**src/rtl/decode_issue_ctrl_if.sv**
```systemverilog
// Handshake and bus bundle between fetch, the external decoder, the execution
// units, the trap handler and the decode/issue controller.
interface decode_issue_ctrl_if #(
    parameter int XLEN = 32
);
    // Fetch side
    logic            if_valid;
    logic            if_ready;
    logic [31:0]     if_instr;
    logic [XLEN-1:0] if_pc;

    // Combinational decoder loop
    logic [17:0]     dec_instr;
    logic [15:0]     dec_decode;

    // Execution unit handshakes
    logic            alu_valid;
    logic            alu_ready;
    logic            lsu_valid;
    logic            lsu_ready;
    logic            csr_valid;
    logic            csr_ready;
    logic            lsu_done;

    // Issue payload
    logic [15:0]     issue_decode;
    logic [31:0]     issue_instr;
    logic [XLEN-1:0] issue_pc;

    // Redirect and exception
    logic            flush;
    logic            exc_valid;
    logic [1:0]      exc_cause;
    logic [XLEN-1:0] exc_pc;
    logic            exc_ack;

    // Controller view
    modport master (
        input  if_valid, if_instr, if_pc, dec_decode,
               alu_ready, lsu_ready, csr_ready, lsu_done, flush, exc_ack,
        output if_ready, dec_instr, alu_valid, lsu_valid, csr_valid,
               issue_decode, issue_instr, issue_pc, exc_valid, exc_cause, exc_pc
    );

    // Environment view (fetch, decoder, units, trap handler)
    modport slave (
        output if_valid, if_instr, if_pc, dec_decode,
               alu_ready, lsu_ready, csr_ready, lsu_done, flush, exc_ack,
        input  if_ready, dec_instr, alu_valid, lsu_valid, csr_valid,
               issue_decode, issue_instr, issue_pc, exc_valid, exc_cause, exc_pc
    );
endinterface

```
**src/rtl/decode_issue_ctrl.sv**
```systemverilog
// Decode/issue controller: single-entry ID/EX holding register, routing of the
// decoded instruction to ALU/LSU/CSR, FENCE/CSR serialisation against
// outstanding LSU operations, and conversion of faulting decodes into an
// exception request.
module decode_issue_ctrl #(
    parameter int XLEN         = 32,
    parameter int MAX_INFLIGHT = 4
) (
    input logic                  clk,
    input logic                  rst_n,
    decode_issue_ctrl_if.master  io
);
    localparam int               CNT_W   = $clog2(MAX_INFLIGHT + 1);
    localparam logic [CNT_W-1:0] MAX_CNT = CNT_W'(MAX_INFLIGHT);

    typedef enum logic [1:0] {ST_RUN, ST_DRAIN, ST_TRAP} state_e;
    typedef enum logic [2:0] {CL_ALU, CL_LSU, CL_CSR, CL_FENCE, CL_EXC} class_e;

    state_e            state_q, state_d;
    logic              hold_valid_q, hold_valid_d;
    logic [31:0]       hold_instr_q, hold_instr_d;
    logic [XLEN-1:0]   hold_pc_q, hold_pc_d;
    logic [CNT_W-1:0]  inflight_q, inflight_d;
    logic              exc_valid_q, exc_valid_d;
    logic [1:0]        exc_cause_q, exc_cause_d;
    logic [XLEN-1:0]   exc_pc_q, exc_pc_d;

    class_e            cls;
    logic [1:0]        cls_cause;
    logic              issue_ok;
    logic              alu_valid, lsu_valid, csr_valid;
    logic              fence_retire, retire, if_ready, accept;
    logic              lsu_fire, lsu_done_eff;

    // Decoder fields used for classification
    logic [1:0]        dec_unit;
    logic              dec_csr, dec_fence, dec_ecall, dec_ebreak, dec_illegal;

    assign dec_unit    = io.dec_decode[15:14];
    assign dec_csr     = io.dec_decode[5];
    assign dec_fence   = io.dec_decode[4];
    assign dec_ecall   = io.dec_decode[3];
    assign dec_ebreak  = io.dec_decode[2];
    assign dec_illegal = io.dec_decode[1];

    // Classify the held instruction; faults outrank serialisation and routing
    always_comb begin
        // NOTE: every variable gets a default first so no path leaves it unassigned and infers a latch.
        cls       = CL_EXC;
        cls_cause = 2'd0;
        if (dec_illegal) begin
            cls       = CL_EXC;
            cls_cause = 2'd0;
        end else if (dec_ecall) begin
            cls       = CL_EXC;
            cls_cause = 2'd1;
        end else if (dec_ebreak) begin
            cls       = CL_EXC;
            cls_cause = 2'd2;
        end else if (dec_fence) begin
            cls = CL_FENCE;
        end else if (dec_csr) begin
            cls = CL_CSR;
        end else if (dec_unit == 2'd0) begin
            cls = CL_ALU;
        end else if (dec_unit == 2'd1) begin
            cls = CL_LSU;
        end else begin
            cls       = CL_EXC;
            cls_cause = 2'd0;
        end
    end

    // FSM state register
    always_ff @(posedge clk or negedge rst_n) begin
        // NOTE: sequential state uses non-blocking assignments so every flop samples pre-edge values.
        if (!rst_n) state_q <= ST_RUN;
        else        state_q <= state_d;
    end

    // FSM next state: trap on faults, drain a FENCE while LSU ops are outstanding
    always_comb begin
        state_d = state_q;
        unique case (state_q)
            ST_RUN: begin
                if (!io.flush && hold_valid_q) begin
                    if (cls == CL_EXC)                                state_d = ST_TRAP;
                    else if (cls == CL_FENCE && inflight_q != '0)     state_d = ST_DRAIN;
                end
            end
            ST_DRAIN: if (io.flush || inflight_q == '0) state_d = ST_RUN;
            ST_TRAP:  if (io.exc_ack)                   state_d = ST_RUN;
            default:  state_d = ST_RUN;
        endcase
    end

    // FSM outputs: unit valids, FENCE retire and fetch back-pressure
    always_comb begin
        issue_ok     = (state_q == ST_RUN) && hold_valid_q && !io.flush;
        alu_valid    = issue_ok && (cls == CL_ALU);
        lsu_valid    = issue_ok && (cls == CL_LSU) && (inflight_q != MAX_CNT);
        csr_valid    = issue_ok && (cls == CL_CSR) && (inflight_q == '0);
        // In DRAIN the held instruction is always the FENCE that caused it
        fence_retire = !io.flush && hold_valid_q && (cls == CL_FENCE) && (inflight_q == '0)
                       && (state_q == ST_RUN || state_q == ST_DRAIN);
        lsu_fire     = lsu_valid && io.lsu_ready;
        retire       = (alu_valid && io.alu_ready) || lsu_fire
                       || (csr_valid && io.csr_ready) || fence_retire;
        if_ready     = (state_q == ST_RUN) && !io.flush && (!hold_valid_q || retire);
        accept       = if_ready && io.if_valid;
    end

    // Holding register, exception capture and LSU in-flight accounting
    always_comb begin
        hold_valid_d = hold_valid_q;
        hold_instr_d = hold_instr_q;
        hold_pc_d    = hold_pc_q;
        exc_valid_d  = exc_valid_q;
        exc_cause_d  = exc_cause_q;
        exc_pc_d     = exc_pc_q;
        inflight_d   = inflight_q;

        if (state_q == ST_TRAP) begin
            // Flush is ignored here; only the trap handler releases the stage
            if (io.exc_ack) begin
                hold_valid_d = 1'b0;
                exc_valid_d  = 1'b0;
            end
        end else if (io.flush) begin
            hold_valid_d = 1'b0;
        end else if (accept) begin
            hold_valid_d = 1'b1;
            hold_instr_d = io.if_instr;
            hold_pc_d    = io.if_pc;
        end else if (retire) begin
            hold_valid_d = 1'b0;
        end

        if (state_q == ST_RUN && hold_valid_q && !io.flush && cls == CL_EXC) begin
            exc_valid_d = 1'b1;
            exc_cause_d = cls_cause;
            exc_pc_d    = hold_pc_q;
        end

        // A completion with nothing outstanding is spurious and dropped
        lsu_done_eff = io.lsu_done && (inflight_q != '0);
        if (lsu_fire && !lsu_done_eff)      inflight_d = inflight_q + 1'b1;
        else if (!lsu_fire && lsu_done_eff) inflight_d = inflight_q - 1'b1;
    end

    // Datapath registers
    always_ff @(posedge clk or negedge rst_n) begin
        if (!rst_n) begin
            hold_valid_q <= 1'b0;
            hold_instr_q <= '0;
            hold_pc_q    <= '0;
            inflight_q   <= '0;
            exc_valid_q  <= 1'b0;
            exc_cause_q  <= 2'd0;
            exc_pc_q     <= '0;
        end else begin
            hold_valid_q <= hold_valid_d;
            hold_instr_q <= hold_instr_d;
            hold_pc_q    <= hold_pc_d;
            inflight_q   <= inflight_d;
            exc_valid_q  <= exc_valid_d;
            exc_cause_q  <= exc_cause_d;
            exc_pc_q     <= exc_pc_d;
        end
    end

    assign io.if_ready     = if_ready;
    assign io.alu_valid    = alu_valid;
    assign io.lsu_valid    = lsu_valid;
    assign io.csr_valid    = csr_valid;
    assign io.dec_instr    = {hold_instr_q[31:25], hold_instr_q[20], hold_instr_q[14:12], hold_instr_q[6:0]};
    assign io.issue_decode = io.dec_decode;
    assign io.issue_instr  = hold_instr_q;
    assign io.issue_pc     = hold_pc_q;
    assign io.exc_valid    = exc_valid_q;
    assign io.exc_cause    = exc_cause_q;
    assign io.exc_pc       = exc_pc_q;
endmodule

```
**src/flat_wrapper.sv**
```systemverilog
// flat-port wrapper written by rule: the top's interface ports become plain ports
module decode_issue_ctrl_flat 
#(
    parameter int XLEN         = 32,
    parameter int MAX_INFLIGHT = 4
)
  (clk, rst_n, io_if_valid, io_if_instr, io_if_pc, io_dec_decode, io_alu_ready, io_lsu_ready, io_csr_ready, io_lsu_done, io_flush, io_exc_ack, io_if_ready, io_dec_instr, io_alu_valid, io_lsu_valid, io_csr_valid, io_issue_decode, io_issue_instr, io_issue_pc, io_exc_valid, io_exc_cause, io_exc_pc);
  decode_issue_ctrl_if #(.XLEN(XLEN)) io_i ();
  input logic clk;
  input logic rst_n;
  input wire logic [$bits(io_i.if_valid)-1:0] io_if_valid;
  input wire logic [$bits(io_i.if_instr)-1:0] io_if_instr;
  input wire logic [$bits(io_i.if_pc)-1:0] io_if_pc;
  input wire logic [$bits(io_i.dec_decode)-1:0] io_dec_decode;
  input wire logic [$bits(io_i.alu_ready)-1:0] io_alu_ready;
  input wire logic [$bits(io_i.lsu_ready)-1:0] io_lsu_ready;
  input wire logic [$bits(io_i.csr_ready)-1:0] io_csr_ready;
  input wire logic [$bits(io_i.lsu_done)-1:0] io_lsu_done;
  input wire logic [$bits(io_i.flush)-1:0] io_flush;
  input wire logic [$bits(io_i.exc_ack)-1:0] io_exc_ack;
  output wire logic [$bits(io_i.if_ready)-1:0] io_if_ready;
  output wire logic [$bits(io_i.dec_instr)-1:0] io_dec_instr;
  output wire logic [$bits(io_i.alu_valid)-1:0] io_alu_valid;
  output wire logic [$bits(io_i.lsu_valid)-1:0] io_lsu_valid;
  output wire logic [$bits(io_i.csr_valid)-1:0] io_csr_valid;
  output wire logic [$bits(io_i.issue_decode)-1:0] io_issue_decode;
  output wire logic [$bits(io_i.issue_instr)-1:0] io_issue_instr;
  output wire logic [$bits(io_i.issue_pc)-1:0] io_issue_pc;
  output wire logic [$bits(io_i.exc_valid)-1:0] io_exc_valid;
  output wire logic [$bits(io_i.exc_cause)-1:0] io_exc_cause;
  output wire logic [$bits(io_i.exc_pc)-1:0] io_exc_pc;
  assign io_i.if_valid = io_if_valid;
  assign io_i.if_instr = io_if_instr;
  assign io_i.if_pc = io_if_pc;
  assign io_i.dec_decode = io_dec_decode;
  assign io_i.alu_ready = io_alu_ready;
  assign io_i.lsu_ready = io_lsu_ready;
  assign io_i.csr_ready = io_csr_ready;
  assign io_i.lsu_done = io_lsu_done;
  assign io_i.flush = io_flush;
  assign io_i.exc_ack = io_exc_ack;
  assign io_if_ready = io_i.if_ready;
  assign io_dec_instr = io_i.dec_instr;
  assign io_alu_valid = io_i.alu_valid;
  assign io_lsu_valid = io_i.lsu_valid;
  assign io_csr_valid = io_i.csr_valid;
  assign io_issue_decode = io_i.issue_decode;
  assign io_issue_instr = io_i.issue_instr;
  assign io_issue_pc = io_i.issue_pc;
  assign io_exc_valid = io_i.exc_valid;
  assign io_exc_cause = io_i.exc_cause;
  assign io_exc_pc = io_i.exc_pc;
  decode_issue_ctrl #(.XLEN(XLEN), .MAX_INFLIGHT(MAX_INFLIGHT)) u_core (.clk(clk), .rst_n(rst_n), .io(io_i));
endmodule
```
**config.mk**
```make
export PLATFORM = sky130hd
export DESIGN_NAME = decode_issue_ctrl_flat
export DESIGN_NICKNAME = d
export VERILOG_FILES = /design/src/rtl/decode_issue_ctrl_if.sv /design/src/rtl/decode_issue_ctrl.sv /design/src/flat_wrapper.sv
export SDC_FILE = /design/constraint.sdc
export NUM_CORES = 1
export LEC_CHECK = 0
export BUFFER_PORTS_ARGS = -buffer_cell sky130_fd_sc_hd__buf_2
export CAP_MARGIN = 40
export CORE_AREA = 2 2 110 112
export CTS_BUF_LIST = sky130_fd_sc_hd__clkbuf_4 sky130_fd_sc_hd__clkbuf_8 sky130_fd_sc_hd__clkbuf_16
export CTS_CLUSTER_SIZE = 16
export DETAILED_ROUTE_END_ITERATION = 8
export DIE_AREA = 0 0 112 114
export PLACE_DENSITY = 0.79
export SYNTH_ARGS = -nofsm -noshare
export SYNTH_HDL_FRONTEND = slang
export SYNTH_SLANG_ARGS = --single-unit
```
**constraint.sdc**
```tcl
create_clock -name clk -period 3.4 [get_ports clk]
set_input_delay 0.17 -clock clk [delete_from_list [all_inputs] [get_ports clk]]
set_output_delay 0.17 -clock clk [all_outputs]
set_load 0.05 [all_outputs]
```
# Yosys cells after proc, flatten, opt, wreduce, memory -nomap -nowiden

Cells that the tools add are included.

Reductions and logical operators: 45
Add/subtract/negate cells: 2
Equal/unequal tests: 12
Bitwise operators: 2
Multiplexer cells: 25

Operators by type and width:

| kind                  | count |
|---|---|
| $mux W3               | 9 |
| $logic_and A1 B1 Y1   | 22 |
| $mux W2               | 8 |
| $mux W1               | 7 |
| $eq A3 B2 Y1 const B  | 2 |
| $logic_not A3 Y1      | 2 |
| $logic_or A1 B1 Y1    | 6 |
| $pmux W2 S3           | 1 |
| $reduce_bool A2 Y1    | 3 |
| $eq A2 B1 Y1 const B  | 2 |
| $logic_not A1 Y1      | 4 |
| $logic_not A2 Y1      | 2 |
| $ne A2 B1 Y1 const B  | 2 |
| $reduce_and A2 Y1     | 2 |
| $reduce_and A4 Y1     | 1 |
| $reduce_bool A4 Y1    | 1 |
| $add A3 B1 Y3 const B | 1 |
| $eq A3 B1 Y1 const B  | 1 |
| $eq A3 B3 Y1 const B  | 1 |
| $ne A3 B1 Y1 const B  | 1 |
| $ne A3 B3 Y1 const B  | 1 |
| $reduce_and A3 Y1     | 1 |
| $reduce_bool A3 Y1    | 1 |
| $sub A3 B1 Y3 const B | 1 |
| 3 further kinds       | 4 |

Register bits: 105
Logic and storage cells: 94
Output and inout port bits: 137
Input bits: 89

# Longest topological paths before layout

Gate-level depths: netlist (run 1).

Depth after elaboration: 21
Gate-level depth with buffers: 11
Gate-level depth less buffers: 10

# Least setup slack after synthesis (run 1)

Ideal clock, no wire load.

Path kind: reg2reg
Start: register u_core.state_q[0]
End: register u_core.inflight_q[2]
Path buffers: 1
Library setup time: 79 ps
Stages on the path, launching flop included: 12
Path slack: -140 ps
Data required time: 3321 ps
Arrival time: 3461 ps
Cell sequence: dfrtp_1 -> nor3_2 -> nand3_2 -> buf_6 -> a211oi_1 -> and2_1 -> ha_1 -> inv_1 -> fa_1 -> xor2_1 -> nor2_1 -> xor2_1

Word-level cells in the longest chain between the ends: 9

RTL lines:

| what                                  | RTL line                 | RTL |
|---|---|---|
| start, declared                       | decode_issue_ctrl.sv:19  | `state_e state_q, state_d;` |
| start signal, assigned                | decode_issue_ctrl.sv:78  | `else state_q <= state_d;` |
| $logic_not A2 Y1 (*)                  | decode_issue_ctrl.sv:99  | `issue_ok = (state_q == ST_RUN) && hold_valid_q && !io.flush;` |
| $logic_and A1 B1 Y1 (*) (2 in series) | decode_issue_ctrl.sv:99  |  |
| $logic_and A1 B1 Y1 (*) (2 in series) | decode_issue_ctrl.sv:101 | `lsu_valid = issue_ok && (cls == CL_LSU) && (inflight_q != MAX_CNT);` |
| via io_lsu_valid                      | flat_wrapper.sv:24       | `output wire logic [$bits(io_i.lsu_valid)-1:0] io_lsu_valid;` |
| $logic_and A1 B1 Y1 (*)               | decode_issue_ctrl.sv:106 | `lsu_fire = lsu_valid && io.lsu_ready;` |
| $logic_not A1 Y1                      | decode_issue_ctrl.sv:148 | `else if (!lsu_fire && lsu_done_eff) inflight_d = inflight_q - 1'b1;` |
| $logic_and A1 B1 Y1                   | decode_issue_ctrl.sv:148 |  |
| $reduce_bool A2 Y1 (no source line)   | n/a                      |  |
| end signal, assigned                  | decode_issue_ctrl.sv:165 | `inflight_q <= inflight_d;` |
| end, declared                         | decode_issue_ctrl.sv:23  | `logic [CNT_W-1:0] inflight_q, inflight_d;` |

The timed path passes the listed nets; every way through them passes the cells marked *.
A chain may end at the register's enable or synchronous reset.

# Final worst setup path (run 1)

Start: register u_core.state_q[0]
End: output io_if_ready

Word-level cells in the longest chain between the ends: 11

RTL lines:

| what                              | RTL line                                                                    | RTL |
|---|---|---|
| $logic_not A2 Y1                  | decode_issue_ctrl.sv:99, decode_issue_ctrl.sv:105, decode_issue_ctrl.sv:109 |  |
| $logic_and A1 B1 Y1 (2 in series) | decode_issue_ctrl.sv:99                                                     |  |
| $logic_and A1 B1 Y1 (2 in series) | decode_issue_ctrl.sv:101                                                    |  |
| $logic_and A1 B1 Y1               | decode_issue_ctrl.sv:106                                                    |  |
| $logic_or A1 B1 Y1                | decode_issue_ctrl.sv:107                                                    | `retire = (alu_valid && io.alu_ready) \|\| lsu_fire` |
| $logic_or A1 B1 Y1 (2 in series)  | decode_issue_ctrl.sv:108                                                    | `\|\| (csr_valid && io.csr_ready) \|\| fence_retire;` |
| $logic_or A1 B1 Y1                | decode_issue_ctrl.sv:109                                                    | `if_ready = (state_q == ST_RUN) && !io.flush && (!hold_valid_q \|\| retire);` |
| $logic_and A1 B1 Y1 (*)           | decode_issue_ctrl.sv:109                                                    |  |
| end, declared                     | flat_wrapper.sv:21                                                          | `output wire logic [$bits(io_i.if_ready)-1:0] io_if_ready;` |

Every way passes the cells marked *; elsewhere a longest branch is shown, timed or not.

==> results of run 1 <==
## synth_stat cells (2+ instances only)
| cell | number |
|---|---|
| mux2_2 | 33 |
| or3_1 | 3 |
| nor3_2 | 2 |
| o32ai_1 | 54 |
| o21ai_2 | 10 |
| o32ai_2 | 10 |
| o211ai_1 | 2 |
| dfrtp_1 | 105 |
| nor4_1 | 2 |
| xor2_1 | 2 |
| buf_4 | 34 |
| buf_2 | 10 |
| nand2b_1 | 2 |
| nor2b_1 | 3 |
| nand2_1 | 8 |
| nor3_1 | 2 |
| o21ai_1 | 54 |
| clkbuf_1 | 15 |
| nor2_1 | 7 |
| buf_6 | 13 |
| o21ai_0 | 3 |
| inv_1 | 68 |
## placed cells by master (no fill, tap or decap), types with 2 or more instances in the layout
| cell | synthesis | routed |
|---|---|---|
| buf_2 | 10 | 206 |
| dfrtp_1 | 105 | 105 |
| inv_1 | 68 | 68 |
| o21ai_1 | 54 | 54 |
| o32ai_1 | 54 | 54 |
| mux2_2 | 33 | 33 |
| buf_4 | 34 | 11 |
| o21ai_2 | 10 | 10 |
| o32ai_2 | 10 | 10 |
| clkbuf_16 | 0 | 9 |
| nand2_1 | 8 | 8 |
| nor2_1 | 7 | 7 |
| nor2b_1 | 3 | 3 |
| or3_1 | 3 | 3 |
| o21ai_0 | 3 | 3 |
| nor3_1 | 2 | 2 |
| nor4_1 | 2 | 2 |
| o211ai_1 | 2 | 2 |
| nand2b_1 | 2 | 2 |
| xor2_1 | 2 | 2 |
| clkinv_4 | 0 | 2 |
## flip-flops by register name, summed over array words and instances (netlist names)
name / cells
u_core.io.exc_pc: 32
u_core.io.issue_instr: 32
u_core.io.issue_pc: 32
u_core.inflight_q: 3
u_core.io.exc_cause: 2
u_core.state_q: 2
u_core.hold_valid_q: 1
u_core.io.exc_valid: 1
## routing by layer
layer / GRT usage (%) / part of all wire (%) / up-vias
li1: - / - / 1922
met1: 24.2 / 41 / 2041
met2: 33.4 / 51 / 181
met3: 3.77 / 6.7 / 13
met4: 7.24 / 1.4 / 0
met5: 0 / 0 / -
## through the flow
step | area [um^2] | setup slack, ns | hold slack (ns)
floorplan | 5150 | 0.390 | -0.126
global placement | 5940 | 0.892 | 0.340
finish | 6310 | 0.557 | 0.0538
CTS | 6310 | 0.542 | 0.0356
global route | 6310 | 0.356 | 0.0537
detailed placement | 5990 | 0.917 | 0.116
## area by class of cell
class / instances / area (um^2)
Multi-Input combinational cell: 215 / 1760
Timing Repair Buffer: 220 / 1170
Inverter: 68 / 255
Clock inverter: 6 / 75.1
Sequential cell: 105 / 2630
Fill cell: 1033 / 5400
Tap cell: 147 / 184
Clock buffer: 10 / 239
## timing repair
action	CTS	global route
hold buffers	1	0
setup endpoints to repair	0	0
endpoints found under the hold margin	27	0
setup buffers	0	0
## how the worst min path moves through the flow
stage / from / to / slack, ns / depth (start not counted)
floorplan: rst_n / u_core.hold_valid_q / -0.13 / 0
global placement: io_dec_decode[11] / io_issue_decode[11] / 0.34 / 0
detailed placement: rst_n / u_core.io.exc_pc[18] / 0.12 / 1
CTS: io_exc_ack / u_core.state_q[1] / 0.04 / 2
global route: io_exc_ack / u_core.state_q[1] / 0.05 / 2
finish: io_exc_ack / u_core.state_q[1] / 0.05 / 2
## cells by family after synthesis
family / count (synthesis) / share of synthesized area, %
AO/OA/AOI/OAI: 141 / 21.3
buffers and inverters: 141 / 14.9
flip-flops: 105 / 51.1
AND/OR/NAND/NOR: 35 / 4.14
multiplexers: 34 / 7.42
XOR/XNOR: 3 / 0.511
adder cells (fa/ha/maj): 2 / 0.632
==> flow_results.org, run 1 <==
** Worst setup path
- Most prevalent standard cell on the critical path :: buf_4
- Crit-path cells :: nor3_2 -> nand3_2 -> buf_4 -> o22a_2 -> buf_4 -> nor2b_1 -> buf_2
- Path type of the worst setup path :: flop to output port
- Data arrival at the endpoint of the critical path :: about 2.7 ns
- The largest single stage delay on the critical path is 0.44 ns.
- Data required, critical path :: 3.23 ns
- Cell type group with the largest total delay on the critical path :: buffers and inverters
- Startpoint type of the worst setup path :: flop
- For the worst flop-to-flop path, the logic depth is 10.
- Among all stages on the critical path, the largest delay is contributed by dfrtp_1.
- Peak fanout along the critical path :: 67
- The worst register-to-register path begins at u_core.state_q[0].
- Worst setup endpoint :: io_if_ready
- In this run the worst setup path begins at u_core.state_q[0].
- Worst Setup End Kind :: output port
- The worst register-to-register path ends at u_core.inflight_q[2].
- Register-to-register setup slack :: about 0.9 ns
- Number of gates on the worst path with buffers counted :: 7
- Crit path buffers/inverters :: 3

** Worst hold path
- The tightest min-delay check is of the input port to flop type.

** Synthesis
- Cell count after synthesis :: 461
- Cell Area, Synth :: 5140 um^2
- Number of nets in the synthesized netlist :: 552
- The biggest area contributor in the post-synthesis netlist is dfrtp_1.
- Synthesized area per cell :: ~11 um^2
- After synthesis the netlist holds a flip-flop and latch count of 105.
- Of the synthesized area, sequential elements account for around half.
- In the synthesized netlist the async set-or-reset flop fraction comes to 100%.
- Count of distinct cell types in the synthesized netlist :: 41
- Yosys printed 0 warnings.
- Most instantiated flip-flop cell in the synthesis netlist :: dfrtp_1
- Area share of the largest cell type after synthesis :: 51.1%
- Post-synth EDFFs :: 0
- Top cells by area in the synthesized netlist :: dfrtp_1, o32ai_1, mux2_2

** Timing
- Setup total negative slack on the finished layout was measured at 0 ns.
- Worst max-slew margin expressed relative to the limit :: 47.9%
- Fmax achieved :: roughly 350 MHz
- Unrepaired setup endpoints after global routing :: no
- The routed design could run at a clock period as short as 2.84 ns.
- Final number of setup-violating endpoints :: 0
- Fraction of the cycle the final worst path needs :: 83.6%
- The number of slew-limit violations in the final report is 0.
- The number of endpoints with negative hold slack in the final report came to 0.
- For the pin with the worst max-slew slack, the measured transition is 0.781 ns.
- Clk_skew :: 0.0118 ns

** Die
- Site Rows :: 40
- Overall die width :: between 100 and 150 um
- Count of pins on the block boundary :: 226
- Area of the die :: 12,800 um^2
- Die Y-Extent :: about 110 um
- Initial standard-cell utilization of the core :: 43.9%
- Core Area :: about 12,000 um^2

** Cells and area
- Post-layout util :: 53.9%
- Fraction of layout instances using a drive strength above 1 :: 47.6%
- Leaving out filler cells and counting taps, the final layout contains about 770.
- Antenna diode count :: 0
- Area growth from synthesis to final layout :: 22.8%
- Net count, final :: 710

** Global route
- First-pass GRT wire length :: 20,200 um
- Via count of the first global-routing pass :: 4,108
- For this run, the total global-route usage over all layers was measured as around a fifth.
- Initial antenna violation count :: 0
- Maximum number of pins on one net before global-route repair :: 68
- Summed over all layers, the global routing overflow is 0.

** Clocking
- CTS H-Tree Depth :: 3
- Clock Tree Buf Depth :: 2
- Sink count of the clock tree :: around 110
- In this run the clock root is driven by a clkbuf_16.
- After clock tree synthesis, the repair step resized 0 gates.
- CTS tree :: built
- The number of clock buffers added by TritonCTS is 9.
- Clock latency on the worst-skew pair :: 0.34 ns
- Clock-pin slew on the worst setup and hold paths :: ~0.08 ns

** Routing
- After detailed routing, the average wire length per cell comes to roughly 16 um.
- DR vias/cell :: 5.39
- First-pass iteration count of the detailed router :: 5
- The count of nets left with antenna violations once routing finished came out at 0.
- For this block, the initial DRC count from the detailed router was 248.
- Detailed routing inserted a total of between 4k and 5k vias.
- Final routed DRC violation total :: 0
- After detailed routing, the total wire length is ~12,000 um.

** Flow run
- Across the run, the number of max-cap violations was 0.

** Outcome
- The flow ran to the end, and the final reports show no timing, DRC or antenna violations.

** Placement
- Final GP Congestion :: 0.850
- Placed cell count :: 754
- Once detailed placement completed, the half-perimeter wirelength came to 8790 um.
- I/O Buffers :: 207
Power of run 1 is left out: the tool's default activity adds up to more than one toggle a clock period on the data nets, which glitch-free logic cannot reach.
==> run 2, diff against run 1 <==
--- a/config.mk
+++ b/config.mk
@@ -7,12 +7,12 @@
 export LEC_CHECK = 0
 export BUFFER_PORTS_ARGS = -buffer_cell sky130_fd_sc_hd__buf_2
 export CAP_MARGIN = 40
-export CORE_AREA = 2 2 110 112
+export CORE_AREA = 2 2 113 115
 export CTS_BUF_LIST = sky130_fd_sc_hd__clkbuf_4 sky130_fd_sc_hd__clkbuf_8 sky130_fd_sc_hd__clkbuf_16
 export CTS_CLUSTER_SIZE = 16
 export DETAILED_ROUTE_END_ITERATION = 8
-export DIE_AREA = 0 0 112 114
-export PLACE_DENSITY = 0.79
+export DIE_AREA = 0 0 115 117
+export PLACE_DENSITY = 0.78
 export SYNTH_ARGS = -nofsm -noshare
 export SYNTH_HDL_FRONTEND = slang
 export SYNTH_SLANG_ARGS = --single-unit
==> constraint.sdc (replaced) <==
create_clock -name clk -period 2.5 [get_ports clk]
set_input_delay 0.125 -clock clk [delete_from_list [all_inputs] [get_ports clk]]
set_output_delay 0.125 -clock clk [all_outputs]
set_load 0.05 [all_outputs]
==> run 2 against run 1 <==
Final cell count stayed put. Critical path depth shrank 1. Routed wire length is 0.97% higher. Clock skew down 0.00051 ns. Core utilization fell by 2.5 points. Die area rose by 5.4%. Via count fell by 0.87%. Sequential share of layout area is 0.12 points lower. Global-route usage shrank 1.1 points. Non-clock buffer count down 2. Register-to-register slack got worse by 0.70 ns.
==> flow_results.org, run 2 (same netlist as run 1, synthesis figures left out) <==
** Timing
- The clock arrives with between 0.01 and 0.015 ns of skew.
- Final setup TNS :: 0 ns
- Fraction of the cycle the final worst path needs :: a little over 90%
- For the pin with the worst max-slew slack, the measured transition is 0.620 ns.
- The worst pin sits at a relative slew slack of 58.6%.
- The number of endpoints with negative hold slack in the final report came to 0.
- Final number of setup-violating endpoints :: 0
- Final Slew Violations :: 0
- For this run, the top clock speed supported by timing is 431 MHz.
- The smallest clock period supported by the final layout is computed as 2.32 ns.
- Unrepaired setup endpoints after global routing :: no

** Placement
- Routability-driven placement finished with a final weighted congestion of between 0.8 and 0.9.
- Detailed placement finished with a half-perimeter wire length of 8560 um.
- In this run, placement finished with an instance count of 755.
- In this run the tool buffered the top-level ports with 207 buffer cells.

** Global route
- Global routing consumed, over all layers together, 18.2% of the routing resources.
- The number of global-route vias before repair came to 4,010.
- The first global-routing pass estimated 19,600 um of wire.
- Maximum number of pins on one net before global-route repair :: 68
- Initial antenna violation count :: 0
- For this run the aggregate overflow at the end of global routing stands at 0.

** Routing
- After detailed routing, no signal wire sits above met4.
- The count of nets left with antenna violations once routing finished came out at 0.
- The routed design uses 6420 um of met2 wire.
- Final routed DRC violation total :: 0
- First-pass iteration count of the detailed router :: 4
- The final layout contains routed wiring with a total length of 12,600 um.
- Wire length on met1 :: roughly 5400 um
- In the routed layout, each cell is associated on average with a via count of 5.35.
- Vias after detailed routing :: 4,121
- Detail-routed net length per standard cell :: 16.3 um
- Amount of wire on met3 after detailed routing :: 627 um
- For this block, the initial DRC count from the detailed router was roughly 290.

** Die
- In this run the vertical extent of the chip is ~120 um.
- Pin placement for this block handled roughly 230 I/O pins.
- Overall die width :: 115 um
- Initial standard-cell utilization of the core :: 41.8%
- The region available for standard cell placement spans roughly 12,000 um^2.
- Site Rows :: 41
- The die covers around 13,000 um^2.

** Clocking
- CTS tree :: built
- The root buffer cell chosen for the clock tree is clkbuf_16.
- The longest clock path from root to sink contains 2 buffers.
- The clock tree synthesis step divided the H-tree into 3 levels.
- The number of clock buffers added by TritonCTS is 9.
- Clock latency on the worst-skew pair :: approximately 0.34 ns
- Clock-pin slew on the worst setup and hold paths :: 0.07 ns
- Setup Fix Bufs, Post-CTS :: 0
- Sink count of the clock tree :: 105

** Cells and area
- Count of non-filler cells in the finished layout :: between 700 and 800
- Registers take 2630 um^2.
- Fraction of layout instances using a drive strength above 1 :: 47.8%
- The final layout contains 708 nets.
- Antenna diode count :: 0
- Relative to the synthesized area, the layout overhead comes to 23.1%.
- Footprint of the multi-input gates :: 1780 um^2
- Commonest cells after routing, fill and taps aside :: buf_2, dfrtp_1, inv_1
- The filler cells instantiated in the layout total 1,115.
- The library cell used most frequently in the layout, excluding fill and tap cells, is buf_2.

** Worst setup path
- Of all nets on the critical path, the largest fanout is 67.
- Path type of the worst setup path :: flop to output port
- For the worst setup path, the data arrival time is approximately 2.2 ns.
- Startpoint type of the worst setup path :: flop
- Measured in cells, the most critical reg-to-reg path has a length of 5.
- Critical R2R Launch :: u_core.state_q[0]
- Cell with the biggest individual delay on the critical path :: dfrtp_1
- At the worst endpoint, the required time is around 2.4 ns.
- For flop-to-flop paths, the worst setup slack is 0.20 ns.
- The critical path contains buffers and inverters numbering 2 combined.
- The cell family contributing the most delay on the critical path is simple AND/OR/NAND/NOR gates.
- Longest individual stage delay on the worst path :: 0.39 ns
- Crit-path cells :: nor4b_4 -> nand3_2 -> buf_8 -> o22a_2 -> nor2b_1 -> buf_2
- The endpoint identified for the worst register-to-register timing path is u_core.io.issue_pc[6].
- The worst setup path is captured at an output port.

** Flow run
- The tool flagged a number of max-cap violations equal to 0.

** Worst hold path
- Startpoint of the worst hold path :: io_exc_ack
- The min-delay analysis places its worst path in the category input port to flop.
- The worst hold path passes through 2 cells.
- Hold worst-path end :: u_core.state_q[1]

** Outcome
- The run finished with clean final reports.
-- run 2: timing repair --
action / in CTS / in global routing
setup endpoints to repair: 1 / 2
gates resized for setup: 1 / 3
hold buffers: 1 / 0
hold endpoints to repair: 45 / 0
gates cloned: 0 / 0
-- run 2: routing by layer --
metal  vias up  track usage (%)
met1      2058             22.6
met4         0             4.74
met5         -                0
met2       138             32.2
met3         9             4.02
li1       1916                -
-- run 2: how the worst max path moves through the flow --
| stage | cells past startpoint | slack (ns) | start | endpoint |
|---|---|---|---|---|
| 5_1_grt | 10 | 0.02 | u_core.state_q[1] | u_core.inflight_q[2] |
| 2_1_floorplan | 11 | -0.19 | u_core.state_q[1] | u_core.inflight_q[2] |
| 4_1_cts | 6 | 0.07 | u_core.state_q[1] | io_if_ready |
| 3_5_place_dp | 6 | 0.14 | u_core.state_q[1] | u_core.io.issue_instr[28] |
| 6_report | 6 | 0.18 | u_core.hold_valid_q | io_if_ready |
| 3_3_place_gp | 10 | 0.29 | u_core.state_q[1] | u_core.inflight_q[2] |
-- run 2: cell type report --
| cell class | count | share of cell area, % |
|---|---|---|
| sequential | 105 | 41.5 |
| multi-input combinational | 215 | 28.1 |
| timing repair buffer | 218 | 18.6 |
| inverter | 68 | 4.03 |
| clock buffer | 11 | 3.89 |
| tap | 150 | 2.96 |
| clock inverter | 4 | 0.849 |
-- run 2: metrics by stage --
| step | setup WS [ns] | util [%] | instance area, um^2 | hold slack [ns] |
|---|---|---|---|---|
| 6_report | 0.181 | 51.4 | 6330 | 0.0100 |
| 5_1_grt | 0.0192 | 51.4 | 6330 | 0.00549 |
| 2_1_floorplan | -0.185 | - | 5160 | -0.171 |
| 3_5_place_dp | 0.139 | 48.8 | 6010 | 0.178 |
| 3_3_place_gp | 0.292 | 48.8 | 6010 | 0.173 |
| 4_1_cts | 0.0714 | 51.4 | 6320 | 0.0000781 |
Power of run 2 is left out for the same reason.
==> run 3, diff against run 2 <==
--- a/config.mk
+++ b/config.mk
@@ -7,12 +7,12 @@
 export LEC_CHECK = 0
 export BUFFER_PORTS_ARGS = -buffer_cell sky130_fd_sc_hd__buf_2
 export CAP_MARGIN = 40
-export CORE_AREA = 2 2 113 115
+export CORE_AREA = 2 2 110 112
 export CTS_BUF_LIST = sky130_fd_sc_hd__clkbuf_4 sky130_fd_sc_hd__clkbuf_8 sky130_fd_sc_hd__clkbuf_16
 export CTS_CLUSTER_SIZE = 16
 export DETAILED_ROUTE_END_ITERATION = 8
-export DIE_AREA = 0 0 115 117
-export PLACE_DENSITY = 0.78
+export DIE_AREA = 0 0 112 114
+export PLACE_DENSITY = 0.79
 export SYNTH_ARGS = -nofsm -noshare
 export SYNTH_HDL_FRONTEND = slang
 export SYNTH_SLANG_ARGS = --single-unit
==> constraint.sdc (replaced) <==
create_clock -name clk -period 2.4 [get_ports clk]
set_input_delay 0.12 -clock clk [delete_from_list [all_inputs] [get_ports clk]]
set_output_delay 0.12 -clock clk [all_outputs]
set_load 0.05 [all_outputs]
==> run 3 against run 2 <==
Clock skew fell by 0.0059 ns. Non-clock buffer count grew 5. Final cell count is 0.39% higher. Worst setup slack got worse by 0.036 ns. Core utilization is 2.9 points higher. Sequential share of layout area fell by 0.21 points. First-iteration DRC count is 16% lower. Hold slack about the same. Critical endpoint is now u_core.inflight_q[2]. Highest routed layer is now met5.
==> flow_results.org, run 3 (same netlist as run 1, synthesis figures left out) <==
** Die
- Measured along the x axis, the die boundary spans 112 um.
- The initialized floorplan defines 40 standard-cell rows.
- Initial standard-cell utilization of the core :: 43.9%
- The core region is 11,700 um^2.
- Measured along the y axis, the die boundary spans about 110 um.
- During I/O placement, the number of pins put on the boundary was 226.
- The die covers 12,800 um^2.

** Cells and area
- Fraction of layout instances using a drive strength above 1 :: 48.3%
- Antenna diode count :: 0
- Post-layout util :: 54.4%
- Post-Layout Inst Area :: 6370 um^2
- Commonest cells after routing, fill and taps aside :: buf_2, dfrtp_1, inv_1
- Relative to the synthesized area, the layout overhead comes to 23.8%.
- The library cell used most frequently in the layout, excluding fill and tap cells, is buf_2.
- In the final layout, the multi-input gates occupy 1780 um^2.
- Net count, final :: about 710
- The sequential cells in the finished layout cover a total of between 2000 and 3000 um^2.
- Counting the fill cells in the layout gives around 1k.

** Clocking
- CTS H-Tree Depth :: 3
- Sink count of the clock tree :: 105
- CTS tree :: built
- The root buffer cell chosen for the clock tree is clkbuf_16.
- Counting the buffers created by CTS gives 9.
- Clock Tree Buf Depth :: 2
- Clock-pin slew on the worst setup and hold paths :: 0.07 ns
- Clock latency on the worst-skew pair, taken at its later pin, is around 0.35 ns.

** Flow run
- Maxcap violations :: 0

** Worst hold path
- Cells on Worst Hold Path :: 2
- Worst hold path class :: input port to flop
- For hold timing, the worst endpoint is u_core.state_q[1].
- In this run the most critical hold path is launched from io_exc_ack.

** Routing
- In the routed layout, each cell is associated on average with a via count of 5.38.
- Post-detailed-routing wire length :: 12,700 um
- Before antenna repair, the detailed router went through 4 iterations.
- The count of nets left with antenna violations once routing finished came out at 0.
- Final routed DRC violation total :: 0
- DR iter-0 viols :: 240
- The routed layout has 4,166 vias.
- Detail-routed net length per standard cell :: 16.4 um

** Worst setup path
- Worst r2r path cells :: 10
- Terminus of the critical flop-to-flop path :: u_core.inflight_q[2]
- Across all register-to-register paths, the minimum setup slack is 0.15 ns.
- The worst setup path is launched from a flop.
- Data required, critical path :: between 2 and 3 ns
- Data on the critical path arrives at its endpoint at about 2.5 ns.
- Peak fanout along the critical path :: 4
- Path type of the worst setup path :: flop to flop
- Worst Setup End Kind :: flop
- Critical R2R Launch :: u_core.hold_valid_q

** Timing
- Clk_skew :: between 0.005 and 0.006 ns
- The number of endpoints with negative hold slack in the final report came to 0.
- Final number of setup-violating endpoints :: 0
- For this run, the top clock speed supported by timing is around 440 MHz.
- Unrepaired setup endpoints after global routing :: no
- Adding up every negative setup slack in the final design gives 0 ns.
- Subtracting the final worst setup slack from the clock period gives 2.25 ns.
- Final Slew Violations :: 0
- Worst max-slew margin expressed relative to the limit :: 59.4%
- Fraction of the cycle the final worst path needs :: between 90% and 100%
- At the pin with the least slew margin, the transition time is 0.610 ns.

** Pwr
- Across the VDD grid, the largest voltage drop is between 1 and 1.5 mV.
- Leak :: 3.22 nW
- Cell Pwr Density :: approximately 1700 nW/um^2
- After layout, the design draws a total of 11.0 mW.

** Global route
- Initial antenna violation count :: 1
- Global routing consumed, over all layers together, 20.2% of the routing resources.
- Via count of the first global-routing pass :: 4,200
- Grt ovf :: 0
- The first global-routing pass estimated 20,800 um of wire.
- Entering global routing, the biggest net connects 68 pins.

** Placement
- Buffers placed on the I/O ports in this run total 207.
- Once detailed placement completed, the half-perimeter wirelength came to 8690 um.
- At the end of routability-driven placement, the weighted congestion stood at between 0.8 and 0.9.
- Placement-stage cell area :: between 6000 and 7000 um^2

** Outcome
- The run finished with clean final reports.
[run 3: what timing repair did]
action | 4_1_cts | 5_1_grt
hold buffers | 1 | 0
endpoints found under the hold margin | 45 | 0
resized for setup | 1 | 2
pin swaps | 0 | 1
endpoints found under the setup margin | 1 | 1
setup buffers | 0 | 1
[run 3: cell type report]
| class | count | area share, % |
|---|---|---|
| sequential | 105 | 41.3 |
| multi-input combinational | 215 | 27.9 |
| timing repair buffer | 223 | 19.1 |
| inverter | 68 | 4.01 |
| clock buffer | 12 | 3.99 |
| tap | 147 | 2.89 |
| clock inverter | 4 | 0.806 |
[run 3: how the worst max path moves through the flow]
stage | slack [ns] | end | from | depth (start not counted)
detailed placement | 0.15 | u_core.inflight_q[2] | u_core.hold_valid_q | 10
finish | 0.15 | u_core.inflight_q[2] | u_core.hold_valid_q | 10
global route | 0.009 | io_if_ready | u_core.state_q[1] | 6
CTS | 0.06 | io_if_ready | u_core.hold_valid_q | 6
floorplan | -0.29 | u_core.inflight_q[2] | u_core.state_q[1] | 11
global placement | 0.24 | u_core.inflight_q[2] | u_core.hold_valid_q | 10
[run 3: worst max-delay path: stages, from the launching register on]
cell and delay [ns]:
dfrtp_1 0.36, nor4b_4 0.30, nand3_2 0.17, a211oi_4 0.19, and2_1 0.16, ha_2 0.19
inv_2 0.04, fa_2 0.33, xor2_1 0.16, nor2_1 0.12, xor2_1 0.14
[run 3: power by group]
part | total, mW | switching [mW] | leakage (nW) | internal [mW]
logic | 6.31 | 4.73 | 1.76 | 1.58
clock network | 1.52 | 0.659 | 0.150 | 0.864
registers | 3.17 | 0.574 | 1.31 | 2.59
total | 11.0 | 5.97 | 3.22 | 5.03
[run 3: metal layers]
metal | share of wire (%) | track usage [%] | vias to the layer above
li1 | - | - | 1935
met1 | 43 | 26.0 | 2044
met2 | 49 | 33.8 | 164
met3 | 6.3 | 4.20 | 21
met4 | 1.6 | 7.56 | 2
met5 | 0.10 | 0 | -
[run 3: stage by stage]
| step | hold WS, ns | std cells | worst slack (ns) |
|---|---|---|---|
| final | 0.0105 | 774 | 0.145 |
| after global routing | 0.0230 | 774 | 0.00929 |
| after CTS | 0.00338 | 773 | 0.0639 |
| after detailed placement | 0.169 | 756 | 0.149 |
| after global placement | 0.164 | 756 | 0.242 |
| after floorplan | -0.176 | 461 | -0.285 |
Note: power is estimated with default switching activity, not from simulation.
